[src/rtl/muldiv_unit.sv]
// Iterative RV32M multiply/divide unit: shift-add multiply, restoring divide, WIDTH-bit operands.
// Define MULDIV_EARLY_OUT_EN to retire zero-operand and overflow cases directly from PREP.
module muldiv_unit #(
  parameter int unsigned WIDTH = 32
) (
  input  logic             Clk,
  input  logic             Reset,
  input  logic             start,
  input  logic [2:0]       op,
  input  logic [WIDTH-1:0] opA,
  input  logic [WIDTH-1:0] opB,
  input  logic             flush,
  output logic             ready,
  output logic             done,
  output logic [WIDTH-1:0] result
);

  localparam int unsigned CntW = (WIDTH > 1) ? $clog2(WIDTH) : 1;
  localparam logic [CntW-1:0] CntLast = CntW'(WIDTH - 1);
  localparam logic [WIDTH-1:0] MinVal = {1'b1, {(WIDTH-1){1'b0}}};

  typedef enum logic [2:0] {StIdle, StPrep, StIter, StFix, StDone} state_e;

  state_e             state_q, state_d;
  logic [2:0]         op_q, op_d;
  logic [WIDTH-1:0]   a_q, a_d, b_q, b_d;
  logic [WIDTH-1:0]   opnd_q, opnd_d;
  logic [2*WIDTH-1:0] prod_q, prod_d;
  logic [CntW-1:0]    cnt_q, cnt_d;
  logic               neg_q, neg_d;
  logic               spec_q, spec_d;
  logic [WIDTH-1:0]   spec_res_q, spec_res_d;
  logic [WIDTH-1:0]   result_q, result_d;

  logic               is_div, a_signed, b_signed, sign_a, sign_b;
  logic               div_zero, div_ovf, special;
  logic [WIDTH-1:0]   mag_a, mag_b, spec_res, fix_res, quo, rem;
  logic [WIDTH:0]     mul_sum, div_shift, div_diff;
  logic [2*WIDTH-1:0] mul_next, div_next, prod_neg;

  // Operand decode works on the latched request so PREP is independent of the live inputs.
  always_comb begin
    is_div   = op_q[2];
    a_signed = (op_q == 3'd1) || (op_q == 3'd2) || (op_q == 3'd4) || (op_q == 3'd6);
    b_signed = (op_q == 3'd1) || (op_q == 3'd4) || (op_q == 3'd6);
    sign_a   = a_signed & a_q[WIDTH-1];
    sign_b   = b_signed & b_q[WIDTH-1];
    mag_a    = sign_a ? -a_q : a_q;
    mag_b    = sign_b ? -b_q : b_q;
    div_zero = is_div && (b_q == '0);
    div_ovf  = is_div && !op_q[0] && (a_q == MinVal) && (b_q == '1);
    spec_res = '0;
    if (div_zero) begin
      spec_res = op_q[1] ? a_q : '1;
    end else if (div_ovf) begin
      spec_res = op_q[1] ? '0 : a_q;
    end
`ifdef MULDIV_EARLY_OUT_EN
    special = div_zero || div_ovf || (!is_div && ((a_q == '0) || (b_q == '0)));
`else
    special = div_zero || div_ovf;
`endif
  end

  // One iteration step; prod_q holds {acc, multiplier} or {remainder, quotient}.
  always_comb begin
    mul_sum   = {1'b0, prod_q[2*WIDTH-1:WIDTH]} + (prod_q[0] ? {1'b0, opnd_q} : '0);
    mul_next  = {mul_sum, prod_q[WIDTH-1:1]};
    div_shift = {prod_q[2*WIDTH-1:WIDTH], prod_q[WIDTH-1]};
    div_diff  = div_shift - {1'b0, opnd_q};
    div_next  = div_diff[WIDTH] ? {div_shift[WIDTH-1:0], prod_q[WIDTH-2:0], 1'b0}
                                : {div_diff[WIDTH-1:0], prod_q[WIDTH-2:0], 1'b1};
  end

  always_comb begin
    prod_neg = neg_q ? -prod_q : prod_q;
    quo      = prod_q[WIDTH-1:0];
    rem      = prod_q[2*WIDTH-1:WIDTH];
    case (op_q)
      3'd0:          fix_res = prod_neg[WIDTH-1:0];
      3'd1, 3'd2, 3'd3: fix_res = prod_neg[2*WIDTH-1:WIDTH];
      3'd4, 3'd5:    fix_res = neg_q ? -quo : quo;
      default:       fix_res = neg_q ? -rem : rem;
    endcase
    if (spec_q) fix_res = spec_res_q;
  end

  always_comb begin
    state_d    = state_q;
    op_d       = op_q;
    a_d        = a_q;
    b_d        = b_q;
    opnd_d     = opnd_q;
    prod_d     = prod_q;
    cnt_d      = cnt_q;
    neg_d      = neg_q;
    spec_d     = spec_q;
    spec_res_d = spec_res_q;
    result_d   = result_q;
    case (state_q)
      StIdle: begin
        if (start && !flush) begin
          op_d    = op;
          a_d     = opA;
          b_d     = opB;
          state_d = StPrep;
        end
      end
      StPrep: begin
        if (flush) begin
          state_d = StIdle;
        end else begin
          neg_d      = (is_div && op_q[1]) ? sign_a : (sign_a ^ sign_b);
          prod_d     = {{WIDTH{1'b0}}, (is_div ? mag_a : mag_b)};
          opnd_d     = is_div ? mag_b : mag_a;
          cnt_d      = '0;
          spec_d     = special;
          spec_res_d = spec_res;
          state_d    = StIter;
`ifdef MULDIV_EARLY_OUT_EN
          if (special) begin
            result_d = spec_res;
            state_d  = StDone;
          end
`endif
        end
      end
      StIter: begin
        if (flush) begin
          state_d = StIdle;
        end else begin
          prod_d = is_div ? div_next : mul_next;
          cnt_d  = cnt_q + 1'b1;
          if (cnt_q == CntLast) state_d = StFix;
        end
      end
      StFix: begin
        if (flush) begin
          state_d = StIdle;
        end else begin
          result_d = fix_res;
          state_d  = StDone;
        end
      end
      default: state_d = StIdle;
    endcase
  end

  always_ff @(posedge Clk) begin
    if (Reset) begin
      state_q    <= StIdle;
      op_q       <= '0;
      a_q        <= '0;
      b_q        <= '0;
      opnd_q     <= '0;
      prod_q     <= '0;
      cnt_q      <= '0;
      neg_q      <= 1'b0;
      spec_q     <= 1'b0;
      spec_res_q <= '0;
      result_q   <= '0;
    end else begin
      state_q    <= state_d;
      op_q       <= op_d;
      a_q        <= a_d;
      b_q        <= b_d;
      opnd_q     <= opnd_d;
      prod_q     <= prod_d;
      cnt_q      <= cnt_d;
      neg_q      <= neg_d;
      spec_q     <= spec_d;
      spec_res_q <= spec_res_d;
      result_q   <= result_d;
    end
  end

  assign ready  = (state_q == StIdle);
  assign done   = (state_q == StDone);
  assign result = result_q;

endmodule

[config.mk]
export PLATFORM = sky130hd
export DESIGN_NAME = muldiv_unit
export DESIGN_NICKNAME = d
export VERILOG_FILES = /design/src/rtl/muldiv_unit.sv
export SDC_FILE = /design/constraint.sdc
export NUM_CORES = 1
export LEC_CHECK = 0
export ABC_AREA = 1
export CAP_MARGIN = 20
export CORE_ASPECT_RATIO = 2
export CORE_UTILIZATION = 61
export CTS_BUF_LIST = sky130_fd_sc_hd__clkbuf_2 sky130_fd_sc_hd__clkbuf_4 sky130_fd_sc_hd__clkbuf_8
export CTS_CLUSTER_SIZE = 25
export DETAILED_ROUTE_END_ITERATION = 8
export GPL_TIMING_DRIVEN = 1
export PLACE_DENSITY = 0.78
export SLEW_MARGIN = 20
export SYNTH_ARGS = -nofsm -noshare
export SYNTH_HDL_FRONTEND = slang
export SYNTH_SLANG_ARGS = --single-unit
[constraint.sdc]
create_clock -name Clk -period 3.66 [get_ports Clk]
set_input_delay 0.915 -clock Clk [delete_from_list [all_inputs] [get_ports Clk]]
set_output_delay 0.915 -clock Clk [all_outputs]
set_load 0.01 [all_outputs]
==> results of run 1 <==
## layer usage
layer  global-route usage [%]  GRT overflow
met2                     90.4            66
met5                        0             0
met1                     60.1             1
met3                     30.5             0
met4                     69.8            47
## metrics by stage
stage	instance area [um^2]	worst slack [ns]	utilization, %	hold WS [ns]	std cells
4_1_cts	22900	0.633	68.4	0.469	4104
3_5_place_dp	22100	0.648	65.9	0.457	4043
3_3_place_gp	22100	0.698	65.9	0.454	4043
2_1_floorplan	20700	0.999	-	0.444	3605
## logic make-up after synthesis
kind of cell | Yosys count
flip-flops | 237
AO/OA/AOI/OAI | 709
buffers and inverters | 588
XOR/XNOR | 69
AND/OR/NAND/NOR | 1929
adder cells (fa/ha/maj) | 73
==> results.tsv, run 1 <==
metric	value	unit
status	aborted with a tool error	
haltStage	global routing (5_1_grt)	
tool.error	[ERROR GRT-0116] Global routing finished with congestion. Check the congestion regions in the DRC Viewer.	
clock-root-buffer	clkbuf_8	
grt_overflow	114	
synth_cell_types	54	
cts_setup_buffers	0	
io_pins	105	
synthSimpleGateAreaFrac	39.5	%
grt_max_degree	134	
ys_ff_latch	237	
yosys.area_share.adder	4.49	%
synth_xor_area_share	2.92	%
synth-compound-area-share	19.0	%
synth_most_common_cell	nand2_1	
place_hpwl	72500	um
cts_hold_buffers	0	
rows	95	
htreeDepth	2	
synth_flop_cell	dfxtp_1	
ctsResizeCount	0	
synth_top_area_share	22.9	%
dieWidth	132	um
ys_warn_count	0	
start_util	61.7	%
grt_pass1_wl	164000	um
netlist.top_cell.by_area	dfxtp_1	
synth.avg_cell_area	5.74	um^2
numClockSinks	237	
synth_cells	3605	
async_reset_ff_share	0	%
die_y	262	um
place_congestion	1.26	
synth_top_family_by_area	simple AND/OR/NAND/NOR gates	
synth_fp_nets	3749	
track_usage	62.0	%
clockBufferDepth	3	
io_buffers	104	
grt_pass1_vias	26700	
netlist_top_cells_count	988 x nand2_1, 417 x inv_1, 408 x nor2_1	
netlist_area	0.0207	mm^2
synthTopCellsByArea	dfxtp_1 23%, nand2_1 18%, nand3_1 9.0%, inv_1 7.6%, a21oi_1 7.5%	
synth_edf_count	0	
seq_area_frac_synth	22.9	%
cts_buffers	36	
synthMuxAreaShare	0	%
==> run 2, diff against run 1 <==
==> config.mk (replaced) <==
export PLATFORM = sky130hd
export DESIGN_NAME = muldiv_unit
export DESIGN_NICKNAME = d
export VERILOG_FILES = /design/src/rtl/muldiv_unit.sv
export SDC_FILE = /design/constraint.sdc
export NUM_CORES = 1
export LEC_CHECK = 0
export ABC_AREA = 1
export CAP_MARGIN = 20
export CORE_UTILIZATION = 40
export DETAILED_ROUTE_END_ITERATION = 8
export GPL_TIMING_DRIVEN = 1
export PLACE_DENSITY_LB_ADDON = 0.15
export SLEW_MARGIN = 20
export SYNTH_ARGS = -nofsm -noshare
export SYNTH_HDL_FRONTEND = slang
export SYNTH_SLANG_ARGS = --single-unit
==> results.tsv, run 2 <==
metric	value	unit	change
seq_area_frac_synth	22.9	%	unchanged
largest_register_ffs	64		
reg2reg_depth	18		
core	0.0506	mm^2	
fmaxAchievable	319	MHz	
drtPass1Iterations	6		
synth_flop_cell	dfxtp_1		
track_usage	33.9	%	
postRouteAntennaNets	0		
rows	82		-14%
path_class	flop to flop		
crit_cells	18		
drc	0		
rr_endpoint	prod_q[33]		
rsz0062_at_grt	no		
relSlewSlack	45.2	%	
maxCapViolCount	0		
finalCriticalPeriod	3.14	ns	
worstPathArrival	3.65	ns	
clk_latency	0.58	ns	
fin_crit_sh	85.7	%	
slew_viol_final	0		
fin_nets	3787		
viasPerCell	5.67		
grt_pass1_vias	22200		
final.setup.tns	0	ns	
synth_fp_nets	3749		unchanged
peakVddDrop	0.355	mV	
diodes	0		
dieArea	0.0527	mm^2	
drt_iter0_markers	3128		
p_per_area	372	mW/mm^2	
worst_slew_pin_slew	0.821	ns	
avgRoutedWirePerCell	21.1	um	
hold_viol_final	0		
fin_hold_ws	0.464	ns	
power_frac_clock	32.2	%	
via_count	24600		
synth_edf_count	0		unchanged
path_clk_slew	0.06	ns	
final_common_cell	nand2_1		
syn2layout_area_growth	12.6	%	
drive_above_1_share	4.89	%	
place_congestion	1.03		-18%
p_comb_share	34.6	%	
switching_share	40.4	%	
p_int	5170	uW	
largest_register	prod_q		
synth_top_area_share	22.9	%	unchanged
synth.avg_cell_area	5.74	um^2	unchanged
grt_overflow	0		
min_path_type	flop to flop		
grt_pass1_wl	138000	um	
netlist_top_cells_count	988 x nand2_1, 417 x inv_1, 408 x nor2_1		
dieWidth	229	um	+74%
cpMaxStageDelayCell	nand2_2		
hold-path-cell-count	2		
synthTopCellsByArea	dfxtp_1 23%, nand2_1 18%, nand3_1 9.0%, inv_1 7.6%, a21oi_1 7.5%		
endpoint_kind	flop		
p_leak	0.0111	uW	
numClockSinks	237		unchanged
crit_fanout	30		
cts_buffers	28		-22%
critical_path.top_delay_family	simple AND/OR/NAND/NOR gates		
ys_ff_latch	237		unchanged
synth_cell_types	54		unchanged
cts_hold_buffers	0		unchanged
clockBufferDepth	3		unchanged
cts_tree	done		
cts_setup_buffers	0		unchanged
setup_violations	0		
p_seq_share	33.2	%	
switchingPower	3500	uW	
htreeDepth	1		-1
place_hpwl	72100	um	-0.61%
start_util	40.9	%	-21 points
ys_warn_count	0		unchanged
final_cell_mix	986 x nand2_1, 414 x inv_1, 405 x nor2_1		
ctsResizeCount	0		unchanged
slowest_delay	0.52	ns	
critPathBufInv	2		
io_pins	105		unchanged
die_y	229	um	-13%
worstSetupStartpoint	prod_q[31]		
async_reset_ff_share	0	%	unchanged
netlist.top_cell.by_area	dfxtp_1		
netlist_area	0.0207	mm^2	unchanged
path_cells	inv_1 -> ha_1 -> fa_1 -> inv_1 -> nand2_1 -> nand2_1 -> nand3_1 -> nand2_2 -> nand2_2 -> nand2_4 -> nand2_4 -> nand2_4 -> nand2_2 -> nand2_2 -> nand2_1 -> nand3_1 -> nand3_1 -> a21oi_1		
cpMostUsedCell	nand2_2		
required	4.17	ns	
status	finished, final reports clean		
synth_cells	3605		unchanged
synth_most_common_cell	nand2_1		
skew	0.0249	ns	
critPathLaunchType	flop		
clock-root-buffer	clkbuf_16		
r2r-start	prod_q[31]		
io_buffers	104		unchanged
routed_wirelength	91500	um	
timing.reg2reg.setup_slack	0.52	ns	
crit_path_end	prod_q[33]		
antenna_found_initial	0		
grt_max_degree	134		
## run 2: cell counts after synthesis
No cell type changed its count.
## run 2: final cells by class
type / instances / area [um^2]
clock buffers: 42 / 825
clock inverters: 8 / 73.8
fillers: 5573 / 27300
inverters: 430 / 1620
multi-input cells: 2780 / 13700
flip-flops and latches: 237 / 4750
well taps: 672 / 841
repair buffers: 166 / 1540
## run 2: cell families (layout without fill, tap and decap cells)
family	count (synthesis)	in the layout	synth area share, %
AO/OA/AOI/OAI	709	709	19.0
buffers and inverters	588	646	11.2
XOR/XNOR	69	69	2.92
flip-flops	237	237	22.9
AND/OR/NAND/NOR	1929	1929	39.5
adder cells (fa/ha/maj)	73	73	4.49
## run 2: how the worst min path moves through the flow
stage,start,endpoint
3_3_place_gp,result[4],result[4]
3_5_place_dp,result[18],result[18]
5_1_grt,result[27],result[27]
6_report,result[14],result[14]
4_1_cts,result[14],result[14]
2_1_floorplan,cnt_q[4],cnt_q[4]
## run 2: stage by stage
step                area, um^2  worst slack (ns)  std cells  utilization (%)  total power [uW]
floorplan                20700             0.999       3605                -              4860
global placement         22400             0.666       4285             44.3              5830
detailed placement       22400             0.623       4285             44.3              5830
CTS                      23300             0.588       4335             46.1              8600
global route             23300             0.265       4335             46.1              9080
finish                   23300             0.522       4335             46.1              8670
## run 2: layer usage
metal	up-vias	GRT usage, %	routed length (um)
li1	11900	-	-
met3	225	4.84	8170
met2	1215	50.4	38100
met1	11200	47.8	40500
met4	0	15.9	4800
met5	-	0	0
## run 2: power groups by stage
stage | Sequential, uW | Clock (uW) | Combinational (uW)
after floorplan | 2840 | 0 | 2020
after global placement | 2920 | 0 | 2910
after detailed placement | 2920 | 0 | 2900
after CTS | 2870 | 2820 | 2920
after global routing | 2880 | 2920 | 3280
final | 2880 | 2800 | 3000
## run 2: tightest hold or removal path: cells and delay by family (launching register included)
kind	cells	cell delay, ns
simple gates	1	0.06
flops	1	0.31
compound gates	1	0.05
Note: power is estimated with default switching activity, not from simulation.
